$ cat src/rtl/projection_histogram.sv
// Row/column projection histogram: counts set pixels per column (x) and per row (y),
// then streams both bin arrays over two valid/ready channels and reports the peak bins.
module projection_histogram #(
  parameter int IMWIDTH    = 240,
  parameter int IMHEIGHT   = 180,
  parameter int COUNT_W    = 8,
  parameter int XAW        = 8,
  parameter int YAW        = 8,
  parameter int AUTO_CLEAR = 0
) (
  input  logic               clk,
  input  logic               reset,
  input  logic               pixelValid,
  input  logic               pixelData,
  input  logic [XAW-1:0]     xAddress,
  input  logic [YAW-1:0]     yAddress,
  input  logic               startHistogram,
  input  logic               stopHistogram,
  input  logic               clearHistogram,
  input  logic               readHistogram,
  input  logic               outReady,
  output logic [COUNT_W-1:0] xHistogramOut,
  output logic [COUNT_W-1:0] yHistogramOut,
  output logic               xValid,
  output logic               yValid,
  output logic [XAW-1:0]     xPeakIndex,
  output logic [YAW-1:0]     yPeakIndex,
  output logic               histogramClear,
  output logic               readDone,
  output logic               overflow,
  output logic               ready
);

  localparam int CLR_N = (IMWIDTH > IMHEIGHT) ? IMWIDTH : IMHEIGHT;
  localparam int CLR_W = $clog2(CLR_N + 1);

  typedef enum logic [1:0] {IDLE, CLEAR, COMPUTE, READ} state_t;

  state_t state, state_nxt;

  function automatic logic [COUNT_W-1:0] sat_inc(input logic [COUNT_W-1:0] v);
    return (v == {COUNT_W{1'b1}}) ? v : v + COUNT_W'(1);
  endfunction

  // Reset asserts asynchronously but releases only after two clean edges.
  logic [1:0] rst_sync;
  logic       rst_n_int;

  always_ff @(posedge clk or negedge reset) begin
    if (!reset) rst_sync <= 2'b00;
    else        rst_sync <= {rst_sync[0], 1'b1};
  end

  assign rst_n_int = rst_sync[1];

  logic [COUNT_W-1:0] x_bin [IMWIDTH];
  logic [COUNT_W-1:0] y_bin [IMHEIGHT];

  logic [CLR_W-1:0]   clr_cnt;
  logic               run_after_clr;
  logic               clr_last, x_clr, y_clr;
  logic               pix, x_inc, y_inc, ovf_set;
  logic [COUNT_W-1:0] x_cur, y_cur;

  assign clr_last = (state == CLEAR) && (32'(clr_cnt) == CLR_N - 1);
  assign x_clr    = (state == CLEAR) && (32'(clr_cnt) < IMWIDTH);
  assign y_clr    = (state == CLEAR) && (32'(clr_cnt) < IMHEIGHT);

  assign pix     = (state == COMPUTE) && pixelValid && pixelData;
  assign x_inc   = pix && (32'(xAddress) < IMWIDTH);
  assign y_inc   = pix && (32'(yAddress) < IMHEIGHT);
  assign x_cur   = x_bin[xAddress];
  assign y_cur   = y_bin[yAddress];
  assign ovf_set = (x_inc && (x_cur == {COUNT_W{1'b1}})) ||
                   (y_inc && (y_cur == {COUNT_W{1'b1}}));

  // Read path: p0 = fetch address, p1 = registered bin read, p2 = output beat.
  logic [XAW:0]       x_addr_p0;
  logic [YAW:0]       y_addr_p0;
  logic               x_vld_p1, y_vld_p1;
  logic [COUNT_W-1:0] x_mem_p1, y_mem_p1;
  logic [XAW-1:0]     x_idx_p1, x_idx_p2;
  logic [YAW-1:0]     y_idx_p1, y_idx_p2;
  logic               x_fin, y_fin;
  logic [COUNT_W-1:0] x_max, y_max;
  logic [XAW-1:0]     x_pk, x_pk_nxt;
  logic [YAW-1:0]     y_pk, y_pk_nxt;
  logic               x_adv, y_adv, x_load, y_load, x_more, y_more;
  logic               x_xfer, y_xfer, x_last, y_last, x_better, y_better;
  logic               done_nxt;

  assign x_adv    = !xValid || outReady;
  assign y_adv    = !yValid || outReady;
  assign x_load   = (state == READ) && (!x_vld_p1 || x_adv);
  assign y_load   = (state == READ) && (!y_vld_p1 || y_adv);
  assign x_more   = 32'(x_addr_p0) < IMWIDTH;
  assign y_more   = 32'(y_addr_p0) < IMHEIGHT;
  assign x_xfer   = (state == READ) && xValid && outReady;
  assign y_xfer   = (state == READ) && yValid && outReady;
  assign x_last   = x_xfer && (32'(x_idx_p2) == IMWIDTH - 1);
  assign y_last   = y_xfer && (32'(y_idx_p2) == IMHEIGHT - 1);
  assign x_better = x_xfer && (xHistogramOut > x_max);
  assign y_better = y_xfer && (yHistogramOut > y_max);
  assign x_pk_nxt = x_better ? x_idx_p2 : x_pk;
  assign y_pk_nxt = y_better ? y_idx_p2 : y_pk;
  assign done_nxt = (state == READ) && (x_fin || x_last) && (y_fin || y_last);

  always_ff @(posedge clk or negedge rst_n_int) begin
    if (!rst_n_int) state <= IDLE;
    else            state <= state_nxt;
  end

  always_comb begin
    state_nxt = state;
    case (state)
      IDLE: begin
        if (startHistogram)      state_nxt = (AUTO_CLEAR != 0) ? CLEAR : COMPUTE;
        else if (clearHistogram) state_nxt = CLEAR;
        else if (readHistogram)  state_nxt = READ;
      end
      CLEAR:   if (clr_last) state_nxt = run_after_clr ? COMPUTE : IDLE;
      COMPUTE: if (stopHistogram) state_nxt = IDLE;
      READ:    if (done_nxt) state_nxt = IDLE;
      default: state_nxt = IDLE;
    endcase
  end

  assign ready          = (state == IDLE);
  assign histogramClear = clr_last;

  always_ff @(posedge clk or negedge rst_n_int) begin
    if (!rst_n_int) begin
      clr_cnt       <= '0;
      run_after_clr <= 1'b0;
      overflow      <= 1'b0;
      readDone      <= 1'b0;
      xPeakIndex    <= '0;
      yPeakIndex    <= '0;
      x_addr_p0     <= '0;
      y_addr_p0     <= '0;
      x_vld_p1      <= 1'b0;
      y_vld_p1      <= 1'b0;
      xValid        <= 1'b0;
      yValid        <= 1'b0;
      xHistogramOut <= '0;
      yHistogramOut <= '0;
      x_fin         <= 1'b0;
      y_fin         <= 1'b0;
      x_max         <= '0;
      y_max         <= '0;
      x_pk          <= '0;
      y_pk          <= '0;
    end else begin
      readDone <= done_nxt;
      if (done_nxt) begin
        xPeakIndex <= x_pk_nxt;
        yPeakIndex <= y_pk_nxt;
      end

      if (state == IDLE) begin
        clr_cnt       <= '0;
        run_after_clr <= startHistogram && (AUTO_CLEAR != 0);
      end else if (state == CLEAR) begin
        clr_cnt <= clr_cnt + 1'b1;
      end

      if (state == CLEAR) overflow <= 1'b0;
      else if (ovf_set)   overflow <= 1'b1;

      if (state != READ) begin
        x_addr_p0 <= '0;
        y_addr_p0 <= '0;
        x_vld_p1  <= 1'b0;
        y_vld_p1  <= 1'b0;
        xValid    <= 1'b0;
        yValid    <= 1'b0;
        x_fin     <= 1'b0;
        y_fin     <= 1'b0;
        x_max     <= '0;
        y_max     <= '0;
        x_pk      <= '0;
        y_pk      <= '0;
      end else begin
        if (x_load) begin
          x_vld_p1 <= x_more;
          if (x_more) x_addr_p0 <= x_addr_p0 + 1'b1;
        end
        if (y_load) begin
          y_vld_p1 <= y_more;
          if (y_more) y_addr_p0 <= y_addr_p0 + 1'b1;
        end
        if (x_adv) begin
          xValid <= x_vld_p1;
          if (x_vld_p1) xHistogramOut <= x_mem_p1;
        end
        if (y_adv) begin
          yValid <= y_vld_p1;
          if (y_vld_p1) yHistogramOut <= y_mem_p1;
        end
        if (x_last) x_fin <= 1'b1;
        if (y_last) y_fin <= 1'b1;
        if (x_better) begin
          x_max <= xHistogramOut;
          x_pk  <= x_idx_p2;
        end
        if (y_better) begin
          y_max <= yHistogramOut;
          y_pk  <= y_idx_p2;
        end
      end
    end
  end

  // Bin storage and its registered read port are not reset; only a CLEAR zeroes bins.
  always_ff @(posedge clk) begin
    if (x_clr)      x_bin[XAW'(clr_cnt)] <= '0;
    else if (x_inc) x_bin[xAddress]      <= sat_inc(x_cur);
    if (y_clr)      y_bin[YAW'(clr_cnt)] <= '0;
    else if (y_inc) y_bin[yAddress]      <= sat_inc(y_cur);

    if (x_load && x_more) begin
      x_mem_p1 <= x_bin[XAW'(x_addr_p0)];
      x_idx_p1 <= XAW'(x_addr_p0);
    end
    if (y_load && y_more) begin
      y_mem_p1 <= y_bin[YAW'(y_addr_p0)];
      y_idx_p1 <= YAW'(y_addr_p0);
    end
    if ((state == READ) && x_adv && x_vld_p1) x_idx_p2 <= x_idx_p1;
    if ((state == READ) && y_adv && y_vld_p1) y_idx_p2 <= y_idx_p1;
  end

endmodule

$ cat config.mk
export PLATFORM = sky130hd
export DESIGN_NAME = projection_histogram
export DESIGN_NICKNAME = d
export VERILOG_FILES = /design/src/rtl/projection_histogram.sv
export SDC_FILE = /design/constraint.sdc
export NUM_CORES = 2
export LEC_CHECK = 0
export BUFFER_PORTS_ARGS = -buffer_cell sky130_fd_sc_hd__buf_4
export CAP_MARGIN = 30
export CORE_MARGIN = 4
export CORE_UTILIZATION = 30
export DETAILED_ROUTE_END_ITERATION = 12
export HOLD_SLACK_MARGIN = 0.15
export PLACE_DENSITY = 0.51
export SYNTH_ARGS = -nofsm -noshare
export SYNTH_HDL_FRONTEND = slang
export SYNTH_SLANG_ARGS = --single-unit
$ cat constraint.sdc
create_clock -name clk -period 3.9 [get_ports clk]
set_input_delay 0.39 -clock clk [delete_from_list [all_inputs] [get_ports clk]]
set_output_delay 0.39 -clock clk [all_outputs]
set_load 0.005 [all_outputs]
==> results.ini <==
[sta]
skew_ns = 0.0917
fmax_mhz = 248
relSlewSlack_pct = 31.3
fin_ws_ns = -0.129
maxSlewViolCount = 0
finalSetupTns_ns = -22.59
finalHoldViolCount = 0
finalSetupViolCount = 540
fin_crit_sh_pct = 103
holdWs_ns = 0.264
rsz0062_at_grt = yes
worstMarginPinSlew_ns = 1.03
min_period_ns = 4.03

[floorplan]
coreArea_um2 = 550000
start_util_pct = 30.2
die_w_um = 752
rows = 272
die-area_um2 = 565000
io_pins = 63
die_h_um = 752

[synthesis]
synth.distinct_cells = 95
synth.area.top_cells = edfxtp_1 (62%), mux4_2 (19%), mux2i_1 (4.3%)
netlist_instances = 9232
yosysTopAreaCell = edfxtp_1
synth_top_area_share_pct = 61.7
syn-num-nets = 9278
synth_area_per_cell_um2 = 18.0
synth_common_cells = edfxtp_1 (3408), mux4_2 (1427), mux2i_1 (714)
yosys_warnings = 0
ys_ff_latch = 3510
synth_area_um2 = 166000
synth_edf_count = 3408
synth_async_sr_flop_share_pct = 2.91
yosysSeqAreaShare_pct = 63.2
synth_most_common_cell = edfxtp_1
synth_top_flop_cell = edfxtp_1

[clock_network]
h-tree-depth = 5
clockBufferDepth = 4
numCtsBuffers = 377
tritoncts = yes
cts_num_sinks = 3510
clock_latency_ns = 1.02
cts.clk_slew.worst_paths_ns = 0.06
clock-root-buffer = clkbuf_16

[route]
drc = 0
drt_first_pass_iters = 9
drtIter0Drc = 14300
finalWirelength_um = 642000
vias = 107000
vias_per_cell = 5.80
ant_nets = 0
wl_per_cell_um = 34.8

[worst_setup_path]
r2r_start = x_bin[2][7]$_DFFE_PP_
crit_required_ns = 4.78
cp.arrival_ns = 4.91
r2r_setup_slack_ns = -0.13
path_max_fanout = 5
worstRegToRegCells = 15
end_kind = register
r2r_end = x_bin[56][0]$_DFFE_PP_
critical_path_class = reg -> reg
start_kind = register

[placed_design]
dp_slack_ns = -1.33
io_buffer_count = 62
hpwl_um = 437000
routabilityCongestion = 0.917

[run_status]
status = finished, violations left
violations = setup timing

[power]
p_total_mw = 80.5
cellLeakagePower_nw = 56.3
ir_drop_mv = 0.401
p_per_area_nw_per_um2 = 391

[layout]
final_layout_size_suffix_gt1_share_pct = 38.2
nets = 10900
syn_to_final_growth_pct = 24.1

[global_routing]
first_global_vias = 106000
grt_overflow = 0
antenna_found_initial = 29
grtUsageTotal_pct = 21.7
grt_pass1_wl_um = 869000
grt_max_degree = 101

[hold_path]
min-delay-path-class = in -> async

[run]
max-cap-violations = 0

-- worst max path at each step --
stage	from	endpoint	slack, ns	cells past startpoint
after global placement	xAddress[0]	x_bin[208][6]$_DFFE_PP_	-1.45	17
after floorplan	yAddress[0]	y_bin[0][5]$_DFFE_PP_	-4.53	12
final	x_bin[2][7]$_DFFE_PP_	x_bin[56][0]$_DFFE_PP_	-0.13	15
after CTS	y_bin[5][1]$_DFFE_PP_	y_bin[139][5]$_DFFE_PP_	-0.13	15
after detailed placement	xAddress[0]	x_bin[208][6]$_DFFE_PP_	-1.33	17
after global routing	x_bin[234][1]$_DFFE_PP_	x_bin[60][0]$_DFFE_PP_	-0.17	17
-- metal layers --
layer | share of wire (%) | GRT usage, % | vias up
li1 | - | - | 42300
met1 | 39 | 28.7 | 57400
met2 | 47 | 35.0 | 5965
met3 | 8.5 | 3.94 | 1242
met4 | 5.3 | 9.56 | 20
met5 | 0.023 | 0 | -
-- timing repair --
item | CTS | global route
pin swaps | 17 | 24
hold buffers | 7 | 0
hold endpoints to repair | 18 | 0
gates cloned | 25 | 59
setup buffers | 45 | 30
resized for setup | 87 | 121
setup endpoints to repair | 3102 | 3214
-- sequential cells by signal, indices dropped and copies added (netlist names), 9 cells and up --
name       cells
x_addr_p0      9
x_bin       1920
y_addr_p0      9
y_bin       1440
-- cell type report --
type / count / area (um^2)
Antenna cell: 15 / 37.5
Multi-Input combinational cell: 4944 / 57500
Clock inverter: 236 / 2520
Inverter: 39 / 156
Clock buffer: 458 / 9880
Sequential cell: 3510 / 105000
Timing Repair Buffer: 1990 / 21800
Fill cell: 50600 / 344000
Tap cell: 7261 / 9080
-- per-stage QoR --
stage / area [um^2] / cells / utilization (%)
2_1_floorplan: 166000 / 9232 / -
3_3_place_gp: 189000 / 17500 / 34.3
3_5_place_dp: 190000 / 17600 / 34.5
4_1_cts: 204000 / 18400 / 37.1
5_1_grt: 206000 / 18400 / 37.4
6_report: 206000 / 18500 / 37.4
-- layout by cell type (no fill, tap or decap), types with 13 or more instances in the layout --
cell type   Yosys  routed
nor2b_1        38      29
mux2_2        148     148
buf_16          0      38
nand2b_1       14      13
buf_6          47      85
a22oi_1       132     131
o21ai_0       239     234
clkinv_1        5      83
buf_8          17      20
o221ai_1      152     151
a31oi_1        25      18
o22ai_1       151     149
nand3_1        55      51
inv_1          32      28
dfrtp_1       102      91
a22o_1         15      15
edfxtp_1     3408    3408
a221oi_1       71      67
a21oi_1       376     359
or3_1          26      25
clkinv_2        0      65
clkbuf_1      357      71
buf_4          36    1414
nor3_1         71      65
nand2_1       391     387
clkinvlp_4      0      23
diode_2         0      15
bufinv_16       0      43
a211oi_1       43      36
nor2_1        531     521
mux4_2       1427    1430
mux4_1         38      35
buf_12         29     373
ha_1           21      19
clkbuf_16       0     425
nand4_1        17      17
o211ai_1       26      26
a221o_1        13      13
mux2i_1       714     707
-- power breakdown --
group,leakage (nW),total [mW],internal (mW),switching [mW]
clock,6.00,36.7,21.0,15.7
sequential,25.1,40.7,40.7,0.0109
combinational,25.2,3.07,1.27,1.80
total,56.3,80.5,62.9,17.5
-- critical path, cell delays in order, from the launching register on --
cell and delay [ns]:
edfxtp_1 0.41, mux4_2 0.47, mux4_2 0.54, o211ai_1 0.45, nor2_4 0.16, or4_1 0.44
and3_4 0.22, buf_6 0.12, a21o_1 0.17, a21oi_4 0.17, buf_6 0.13, buf_12 0.11
buf_12 0.12, buf_12 0.14, buf_12 0.11, buf_16 0.10
-- logic make-up after synthesis --
| family | Yosys count | share of synthesized area [%] |
|---|---|---|
| simple gates | 1216 | 3.16 |
| mux | 2332 | 25.4 |
| fa+ha+maj | 21 | 0.158 |
| buf+inv | 778 | 2.65 |
| other cells | 1 | 0.00226 |
| flops | 3510 | 63.2 |
| xor+xnor | 16 | 0.0845 |
| compound gates | 1358 | 5.38 |
(Power assumes the default switching activity.)
